--- config.mk ---
export PLATFORM = sky130hd
export DESIGN_NAME = delayf_tap_ctrl_flat
export DESIGN_NICKNAME = d
export VERILOG_FILES = /design/src/rtl/delayf_tap_ctrl_if.sv /design/src/rtl/delayf_tap_ctrl.sv /design/src/flat_wrapper.sv
export SDC_FILE = /design/constraint.sdc
export NUM_CORES = 1
export LEC_CHECK = 0
export ABC_AREA = 1
export CORE_MARGIN = 2
export CORE_UTILIZATION = 25
export CTS_CLUSTER_SIZE = 8
export DETAILED_ROUTE_END_ITERATION = 10
export PLACE_DENSITY = 0.52
export SLEW_MARGIN = 15
export SYNTH_ARGS = -nofsm -noshare
export SYNTH_HDL_FRONTEND = slang
export SYNTH_SLANG_ARGS = --single-unit
--- constraint.sdc ---
create_clock -name sys_clk -period 4.75 [get_ports sys_clk]
set_clock_uncertainty 0.15 [all_clocks]
set_input_delay 0.95 -clock sys_clk [delete_from_list [all_inputs] [get_ports sys_clk]]
set_output_delay 0.95 -clock sys_clk [all_outputs]
set_load 0.05 [all_outputs]
--- src/rtl/delayf_tap_ctrl_if.sv ---
// delayf_tap_ctrl_if: command/status and DELAYF pin bundle between training logic and the tap controller.
interface delayf_tap_ctrl_if #(parameter int TAP_W = 7);
    logic             cmd_valid;
    logic             cmd_ready;
    logic [1:0]       cmd_op;
    logic [TAP_W-1:0] cmd_tap;
    logic             done;
    logic             sat;
    logic [TAP_W-1:0] tap_cur;
    logic             delay_loadn;
    logic             delay_move;
    logic             delay_direction;
    logic             delay_cflag;
    modport master (
        output cmd_valid, cmd_op, cmd_tap, delay_cflag,
        input  cmd_ready, done, sat, tap_cur, delay_loadn, delay_move, delay_direction
    );
    modport slave (
        input  cmd_valid, cmd_op, cmd_tap, delay_cflag,
        output cmd_ready, done, sat, tap_cur, delay_loadn, delay_move, delay_direction
    );
endinterface

--- src/rtl/delayf_tap_ctrl.sv ---
// delayf_tap_ctrl: sequences LOADN/MOVE/DIRECTION of an ECP5 DELAYF from load/set/inc/dec commands.
// Keeps a shadow tap count and stops at either end of the range or on CFLAG.
module delayf_tap_ctrl #(
    parameter int TAP_W       = 7,
    parameter int LOAD_VALUE  = 0,
    parameter int LOAD_CYCLES = 4,
    parameter int MOVE_HIGH   = 2,
    parameter int MOVE_GAP    = 2
) (
    input logic             sys_clk,
    input logic             sys_rst_n,
    delayf_tap_ctrl_if.slave bus
);
    localparam int CMAX  = (LOAD_CYCLES > MOVE_HIGH) ? ((LOAD_CYCLES > MOVE_GAP) ? LOAD_CYCLES : MOVE_GAP)
                                                     : ((MOVE_HIGH > MOVE_GAP) ? MOVE_HIGH : MOVE_GAP);
    localparam int CNT_W = (CMAX > 1) ? $clog2(CMAX) : 1;
    localparam logic [CNT_W-1:0] LOAD_LAST = CNT_W'(LOAD_CYCLES - 1);
    localparam logic [CNT_W-1:0] HIGH_LAST = CNT_W'(MOVE_HIGH - 1);
    localparam logic [CNT_W-1:0] GAP_LAST  = CNT_W'(MOVE_GAP - 1);
    localparam logic [TAP_W-1:0] TAP_MAX   = {TAP_W{1'b1}};
    localparam logic [TAP_W-1:0] TAP_LOAD  = TAP_W'(LOAD_VALUE);

    typedef enum logic [2:0] {LOAD, IDLE, SETUP, PULSE, GAP, DONE} state_t;

    state_t           state;
    logic [CNT_W-1:0] cnt;
    logic [TAP_W-1:0] n;
    logic             dir;
    logic             boot;
    logic             set_dn;
    logic [TAP_W-1:0] acc_n;
    logic             acc_dir;
    logic             blocked;

    always_comb begin
        set_dn  = bus.cmd_tap < bus.tap_cur;
        acc_n   = bus.cmd_op[1] ? bus.cmd_tap
                : set_dn ? bus.tap_cur - bus.cmd_tap : bus.cmd_tap - bus.tap_cur;
        acc_dir = bus.cmd_op[1] ? bus.cmd_op[0] : set_dn;
        blocked = (dir ? bus.tap_cur == '0 : bus.tap_cur == TAP_MAX) || bus.delay_cflag;
    end

    // boot marks the reset-entered reload, which returns to IDLE without a done pulse
    always_ff @(posedge sys_clk) begin
        if (!sys_rst_n) begin
            state               <= LOAD;
            cnt                 <= '0;
            n                   <= '0;
            dir                 <= 1'b0;
            boot                <= 1'b1;
            bus.delay_loadn     <= 1'b0;
            bus.delay_move      <= 1'b0;
            bus.delay_direction <= 1'b0;
            bus.tap_cur         <= TAP_LOAD;
            bus.sat             <= 1'b0;
            bus.done            <= 1'b0;
            bus.cmd_ready       <= 1'b0;
        end else begin
            bus.done <= 1'b0;
            case (state)
                LOAD: begin
                    cnt <= (cnt == LOAD_LAST) ? '0 : cnt + 1'b1;
                    if (cnt == LOAD_LAST) begin
                        bus.delay_loadn <= 1'b1;
                        bus.tap_cur     <= TAP_LOAD;
                        boot            <= 1'b0;
                        state           <= boot ? IDLE : DONE;
                        bus.cmd_ready   <= boot;
                        bus.done        <= !boot;
                    end
                end
                IDLE: begin
                    if (bus.cmd_valid) begin
                        bus.cmd_ready <= 1'b0;
                        bus.sat       <= 1'b0;
                        cnt           <= '0;
                        n             <= acc_n;
                        dir           <= acc_dir;
                        if (bus.cmd_op == 2'b00) begin
                            state           <= LOAD;
                            bus.delay_loadn <= 1'b0;
                        end else if (acc_n == '0) begin
                            state    <= DONE;
                            bus.done <= 1'b1;
                        end else begin
                            state               <= SETUP;
                            bus.delay_direction <= acc_dir;
                        end
                    end
                end
                SETUP: begin
                    cnt            <= '0;
                    state          <= blocked ? DONE : PULSE;
                    bus.sat        <= blocked;
                    bus.done       <= blocked;
                    bus.delay_move <= !blocked;
                end
                PULSE: begin
                    cnt <= (cnt == HIGH_LAST) ? '0 : cnt + 1'b1;
                    if (cnt == HIGH_LAST) begin
                        bus.delay_move <= 1'b0;
                        state          <= GAP;
                    end
                end
                GAP: begin
                    cnt <= (cnt == GAP_LAST) ? '0 : cnt + 1'b1;
                    if (cnt == GAP_LAST) begin
                        bus.tap_cur <= dir ? bus.tap_cur - 1'b1 : bus.tap_cur + 1'b1;
                        n           <= n - 1'b1;
                        state       <= (n == 1) ? DONE : SETUP;
                        bus.done    <= n == 1;
                    end
                end
                DONE: begin
                    state         <= IDLE;
                    bus.cmd_ready <= 1'b1;
                end
                default: state <= LOAD;
            endcase
        end
    end
endmodule

--- src/flat_wrapper.sv ---
// flat-port wrapper written by rule: the top's interface ports become plain ports
module delayf_tap_ctrl_flat 
#(
    parameter int TAP_W       = 7,
    parameter int LOAD_VALUE  = 0,
    parameter int LOAD_CYCLES = 4,
    parameter int MOVE_HIGH   = 2,
    parameter int MOVE_GAP    = 2
)
  (sys_clk, sys_rst_n, bus_cmd_valid, bus_cmd_op, bus_cmd_tap, bus_delay_cflag, bus_cmd_ready, bus_done, bus_sat, bus_tap_cur, bus_delay_loadn, bus_delay_move, bus_delay_direction);
  delayf_tap_ctrl_if #(.TAP_W(TAP_W)) bus_i ();
  input logic sys_clk;
  input logic sys_rst_n;
  input wire logic [$bits(bus_i.cmd_valid)-1:0] bus_cmd_valid;
  input wire logic [$bits(bus_i.cmd_op)-1:0] bus_cmd_op;
  input wire logic [$bits(bus_i.cmd_tap)-1:0] bus_cmd_tap;
  input wire logic [$bits(bus_i.delay_cflag)-1:0] bus_delay_cflag;
  output wire logic [$bits(bus_i.cmd_ready)-1:0] bus_cmd_ready;
  output wire logic [$bits(bus_i.done)-1:0] bus_done;
  output wire logic [$bits(bus_i.sat)-1:0] bus_sat;
  output wire logic [$bits(bus_i.tap_cur)-1:0] bus_tap_cur;
  output wire logic [$bits(bus_i.delay_loadn)-1:0] bus_delay_loadn;
  output wire logic [$bits(bus_i.delay_move)-1:0] bus_delay_move;
  output wire logic [$bits(bus_i.delay_direction)-1:0] bus_delay_direction;
  assign bus_i.cmd_valid = bus_cmd_valid;
  assign bus_i.cmd_op = bus_cmd_op;
  assign bus_i.cmd_tap = bus_cmd_tap;
  assign bus_i.delay_cflag = bus_delay_cflag;
  assign bus_cmd_ready = bus_i.cmd_ready;
  assign bus_done = bus_i.done;
  assign bus_sat = bus_i.sat;
  assign bus_tap_cur = bus_i.tap_cur;
  assign bus_delay_loadn = bus_i.delay_loadn;
  assign bus_delay_move = bus_i.delay_move;
  assign bus_delay_direction = bus_i.delay_direction;
  delayf_tap_ctrl #(.TAP_W(TAP_W), .LOAD_VALUE(LOAD_VALUE), .LOAD_CYCLES(LOAD_CYCLES), .MOVE_HIGH(MOVE_HIGH), .MOVE_GAP(MOVE_GAP)) u_core (.sys_clk(sys_clk), .sys_rst_n(sys_rst_n), .bus(bus_i));
endmodule
Yosys cells after proc, flatten, opt, wreduce, memory -nomap -nowiden:

Cells that the tools add are included.
W data, S select, Z words.

* flip-flop bits (word level): 27
* output and inout bits: 13

* add/sub/neg operators: 6
* order comparisons: 1
* eq/ne operators: 14
* mux-type cells: 41
* bitwise logic cells: 2
* reduce and logical (&&, ||, !) cells: 26

Operator list (number)
* $mux W7: 7
* $pmux W7 S2: 2
* $mux W3: 9
* $pmux W3 S6: 1
* $logic_not A7 Y1: 2
* $sub A7 B1 Y7 const B: 2
* $sub A7 B7 Y7: 2
* $mux W1: 13
* $reduce_and A4 Y1: 3
* $reduce_and A2 Y1: 5
* $reduce_bool A2 Y1: 5
* $reduce_and A3 Y1: 3
* $ne A2 B1 Y1 const B: 4
* $pmux W2 S4: 1
* $add A7 B1 Y7 const B: 1
* $eq A7 B1 Y1 const B: 1
* $eq A7 B7 Y1 const B: 1
* $lt A7 B7 Y1: 1
* $eq A3 B2 Y1 const B: 2
* $eq A3 B3 Y1 const B: 2
* $mux W2: 3
* $pmux W1 S2: 3
* $pmux W1 S4: 1
* $reduce_bool A4 Y1: 1
* 13 further kinds: 15

Depth between registers and ports, before layout:

* word-level depth: 8
* gate-level depth with buffers: 19

Worst setup path before layout:

No wires, ideal clock.

* path type: input port to flip-flop
* start: input bus_cmd_tap[0]
* end: register u_core.state[1]
* library setup time: 0.132 ns
* arrival: 2.475 ns
* required time: 4.468 ns
* setup slack: 1.993 ns
* stages: 18
* buffers on the path: 0
* cells stage by stage: inv_1 -> ha_1 -> inv_1 -> fa_1 -> nand3_1 -> nand2_1 -> nand2_1 -> nand2_1 -> nand2_1 -> nand2_1 -> nand2_1 -> o21ai_2 -> nor2_4 -> nand3_2 -> nand2_1 -> nand2_1 -> nand2_1 -> a21oi_2

* cells in the longest elaborated chain, start to end: 8
* elaborated cells on any way between the ends: 10
* classes of those cells: add/sub: 2; order compare: 1; mux: 6; reduce/logical: 1

RTL lines
* start, declared: line flat_wrapper.sv:16 `input wire logic [$bits(bus_i.cmd_tap)-1:0] bus_cmd_tap;`
* $sub A7 B7 Y7 / $lt A7 B7 Y1 (equally long branches): line delayf_tap_ctrl.sv:38, delayf_tap_ctrl.sv:36
* $mux W7: line delayf_tap_ctrl.sv:38 `: set_dn ? bus.tap_cur - bus.cmd_tap : bus.cmd_tap - bus.tap_cur;`
* $mux W7 *: line delayf_tap_ctrl.sv:37 `acc_n = bus.cmd_op[1] ? bus.cmd_tap`
* $logic_not A7 Y1 *: line delayf_tap_ctrl.sv:82 `end else if (acc_n == '0) begin`
* $mux W3 *: line delayf_tap_ctrl.sv:82
* $mux W3 *: line delayf_tap_ctrl.sv:79 `if (bus.cmd_op == 2'b00) begin`
* $mux W3 *: line delayf_tap_ctrl.sv:73 `if (bus.cmd_valid) begin`
* $pmux W3 S6 *: line delayf_tap_ctrl.sv:60 `case (state)`
* end signal, assigned: line delayf_tap_ctrl.sv:67 `state <= boot ? IDLE : DONE;`
* end signal, assigned: line delayf_tap_ctrl.sv:93 `state <= blocked ? DONE : PULSE;`
* end signal, assigned: line delayf_tap_ctrl.sv:110 `state <= (n == 1) ? DONE : SETUP;`
* end, declared: line delayf_tap_ctrl.sv:25 `state_t state;`

Every way passes the cells marked *; elsewhere a longest branch is shown, timed or not. The select of a mux whose other input is x is not followed.
A chain may end at the register's enable or synchronous reset.

Final worst setup path:

* start: input bus_cmd_tap[1]
* end: register u_core.state[0]

Same word-level chain as after synthesis.

==> results by stage <==
Status:
- The flow ran to the end, and the final reports show no timing, DRC or antenna violations.

Clocking:
- In this run the number of H-tree levels came out at 1.
- The clock tree from TritonCTS is done.
- The cell at the root of the clock tree is sky130_fd_sc_hd__clkbuf_8.
- The post-CTS clock slew at the launch and capture registers of the worst setup and hold paths is 0.11 ns.
- The post-CTS setup buffer count is 0.
- The clock passes through at most 2 buffers.
- Gates resized during post-CTS repair numbered 0.
- The clock latency reported for the late side of the worst-skew pair is 0.28 ns.
- In this run, post-CTS hold repair placed 0 buffers.
- The tree built by TritonCTS fans out to 27 sinks.
- Clock tree synthesis inserted a total of 3 buffers.

Floorplan:
- The floorplan has 37 rows.
- For this design the top-level I/O count stands at 26.
- Once the floorplan was initialized, standard cells occupied 25.58% of the core.
- The vertical extent of the die is 106.5 µm.
- The width of the die is 106.5 µm.
- The total area inside the core boundary comes to 10280 µm².
- The die covers 11350 µm².

Finish:
- The count of fill cells added during filler insertion is 1156.
- Leaving out fill and tap cells, the most frequent cell in the layout is sky130_fd_sc_hd__nand2_1.
- The repair_antennas step left the layout with diodes totalling 0.
- Cells with a size suffix above 1 make up 10.57% of the layout.
- The area added between synthesis and finish is 16.37%.
- Leaving out fill and tap cells, the most frequent cells in the layout are 109 x sky130_fd_sc_hd__nand2_1, 65 x sky130_fd_sc_hd__inv_1, 28 x sky130_fd_sc_hd__nor2_1.
- The final layout contains 475 nets.

Drt:
- In the routed layout, each cell is associated on average with a via count of 4.576.
- The via total after detailed routing is 2613.
- The number of DRC markers in iteration 0 is 78.
- The total routed wirelength is 7159 µm.
- In the final routed layout, each cell accounts on average for 12.54 µm.
- The number of remaining DRC errors is 0.
- The remaining antenna violation count after routing is 0.
- The first-pass iteration count of the detailed router is 4.

Yosys:
- The synthesized design contains 27 register bits.
- The total nets after synthesis is 452.
- A synthesized cell averages 6.365 µm².
- The mapped netlist covers 2629 µm².
- The count of distinct cell types in the synthesized netlist is 39.
- The number of warnings reported in the yosys synthesis log is 0.
- The share of the Yosys chip area taken by registers is 20.56%.
- The post-synthesis instance total is 413.

Worst hold path:
- The path with the worst hold slack has its endpoint at u_core.bus.delay_move$_SDFFE_PN0P_.
- The worst hold path was traced through 2 stages.
- The kind of path behind the tightest hold check is reg2reg.
- The start point of the worst min-delay path is u_core.bus.delay_move$_SDFFE_PN0P_.

Setup path:
- STA puts the critical path data arrival time at 3.37 ns.
- In this run the critical register-to-register path is launched from u_core.bus.tap_cur[2]$_SDFFE_PN0P_.
- For this design, the slowest cell found on the critical path is sky130_fd_sc_hd__clkdlybuf4s50_1.
- STA classifies the critical path startpoint as a primary input.
- The terminus of the critical flop-to-flop path is u_core.state[0]$_SDFFE_PN0P_.
- The largest incremental delay on the critical path is 0.61 ns.
- The classification of the worst setup path is in2reg.
- The total buffers and inverters traversed by the critical path is 2.
- The dominant cell type by count on the critical path is sky130_fd_sc_hd__nand2_1.
- Traced cell by cell, the critical path runs through clkdlybuf4s50_1 -> inv_1 -> fa_1 -> xor2_1 -> nand3_2 -> nand2_1 -> mux2i_1 -> nand3_1 -> nor2_2 -> nand3_2 -> nand2_1 -> nand2_1 -> a21oi_2.
- The depth of the worst register-to-register path is 17.
- The cell type group with the largest total delay on the critical path is buffers and inverters.
- The required time at the worst-slack endpoint is 4.82 ns.
- The maximum fanout encountered on the critical timing path is 4.
- In this run the register-to-register setup slack is 2.00 ns.
- The endpoint kind of the worst setup timing path is a flip-flop.

Pwr:
- The share of total power in sequential cells is 37.8%.
- Power spread over the standard cell area amounts to 249.2 nW/µm².
- The share of total power dissipated in the clock network is 18.4%.
- In this run switching power makes up 42.34% of total power.
- The static leakage is 1.435 nW.
- The internal portion of the total power is 0.0004396 W.
- The share of total power in combinational logic is 43.8%.
- For this design the total switching power over the nets is 0.0003228 W.
- Across the VDD grid, the largest voltage drop is 0.1485 mV.

Placed design:
- Input and output buffers added on the ports amount to 25.
- The routability congestion estimate from global placement is 0.8881.
- The post-detailed-placement half-perimeter wirelength is 5770 µm.

STA:
- The hold violation total from the final report is 0.
- After layout, the minimum clock period comes to 3.304 ns.
- Setup repair after global routing left no endpoint under its margin.
- Static timing analysis puts the maximum clock frequency at 0.3026 GHz.
- Setup violations remaining at the end of the flow were counted as 0.
- The fraction of the cycle the final worst path needs is 69.56%.
- The final hold slack is 0.3264 ns.
- At the pin with the least slew margin, the transition time is 0.7652 ns.
- The remaining max-slew budget at the tightest pin is 48.93%.
- The total negative setup slack is 0 ns.
- The final count of pins violating max slew is 0.

GRT:
- Entering global routing, the biggest net connects 22 pins.
- The global router's overall resource usage is 13.48%.
- The via count of the first global-routing pass was 2655.
- The wire length of the first global-routing pass is 12480 µm.
- Summed over all layers, the global routing overflow is 0.
- The number of antenna violations at the first check in global routing is 0.

Flow run:
- The number of max-capacitance violations reported is 0.
-- how the worst max path moves through the flow --
| stage | from | to | slack [ns] | depth (start not counted) |
|---|---|---|---|---|
| final | bus_cmd_tap[1] | u_core.state[0]$_SDFFE_PN0P_ | 1.45 | 13 |
| after global routing | bus_cmd_tap[1] | u_core.state[1]$_SDFFE_PN0P_ | 1.28 | 17 |
| after detailed placement | bus_cmd_tap[1] | u_core.state[0]$_SDFFE_PN0P_ | 1.15 | 13 |
| after global placement | bus_cmd_tap[1] | u_core.state[0]$_SDFFE_PN0P_ | 1.12 | 13 |
| after CTS | bus_cmd_tap[1] | u_core.state[0]$_SDFFE_PN0P_ | 1.43 | 13 |
| after floorplan | bus_cmd_tap[0] | u_core.state[1]$_SDFFE_PN0P_ | 1.99 | 18 |
-- kinds of logic (layout without fill, tap and decap cells) --
| logic type | after synthesis | after routing | synth area share, % |
|---|---|---|---|
| compound gates | 71 | 71 | 15.95 |
| xor+xnor | 5 | 5 | 1.666 |
| fa+ha+maj | 26 | 26 | 13.23 |
| buf+inv | 80 | 102 | 11.99 |
| flops | 27 | 27 | 20.56 |
| mux | 2 | 2 | 0.7616 |
| simple gates | 202 | 202 | 35.84 |
-- routing by layer --
metal	up-vias	track usage [%]	part of all wire [%]
met4	0	2.783	0.67
met5	-	0	0
met3	4	1.962	3.7
met1	1188	18.41	51
li1	1375	-	-
met2	46	22.57	45
-- layout make-up --
type,count,area [µm²],area share (%)
sequential,27,540.5,17.67
multi-input combinational,306,1773,57.96
timing repair buffer,25,250.2,8.180
inverter,73,275.3,8.998
clock inverter,1,8.758,0.2863
clock buffer,3,41.29,1.350
tap,136,170.2,5.562
-- Yosys cell counts (all sizes together) --
cell type | number | area (µm²)
a21oi | 31 | 173.9
a211oi | 4 | 30.03
o311ai | 1 | 8.760
o221ai | 1 | 8.760
mux2i | 2 | 20.02
o21ai | 22 | 113.9
inv | 72 | 270.3
fa | 3 | 60.06
a221oi | 2 | 17.52
clkinv | 1 | 5.000
dfxtp | 27 | 540.5
nor2 | 37 | 181.4
a21o | 1 | 7.510
o31ai | 1 | 7.510
clkbuf | 3 | 11.26
xnor2 | 2 | 17.52
a31oi | 6 | 37.54
nand2 | 119 | 486.7
nor4 | 2 | 12.51
ha | 23 | 287.8
o21bai | 1 | 7.510
buf | 4 | 28.78
nand3 | 28 | 165.2
o22ai | 1 | 6.260
xor2 | 3 | 26.28
nand4 | 9 | 56.30
nor3 | 3 | 15.01
or2 | 4 | 25.02
-- per-stage QoR --
step           instance area (µm²)   power, W  instances  setup WS (ns)  util [%]
6_report                      3059  0.0007623        571          1.446     29.77
4_1_cts                       3059  0.0007733        571          1.434     29.77
2_1_floorplan                 2629  0.0005427        413          1.993         -
5_1_grt                       3059  0.0008407        571          1.283     29.77
3_3_place_gp                  3009  0.0006261        567          1.122     29.28
3_5_place_dp                  3009  0.0006261        567          1.149     29.28
-- flip-flops by register name (all words and copies together), names as in the netlist, 2 cells and up --
signal and flops:
u_core.state 3, u_core.n 7, u_core.cnt 2, u_core.bus.tap_cur 7
-- power groups by stage --
stage | registers [W] | clock network (W) | logic, W
detailed placement | 0.000293 | 0 | 0.000333
finish | 0.000288 | 0.000140 | 0.000334
floorplan | 0.000303 | 0 | 0.000240
global route | 0.000295 | 0.000159 | 0.000386
global placement | 0.000293 | 0 | 0.000333
CTS | 0.000288 | 0.000149 | 0.000336
-- tightest hold or removal path, stage by stage (launching register included) --
cell	delay, ns
sky130_fd_sc_hd__dfxtp_1	0.33
sky130_fd_sc_hd__nand2_1	0.06
sky130_fd_sc_hd__a21oi_1	0.05
Note: power is estimated with default switching activity, not from simulation.
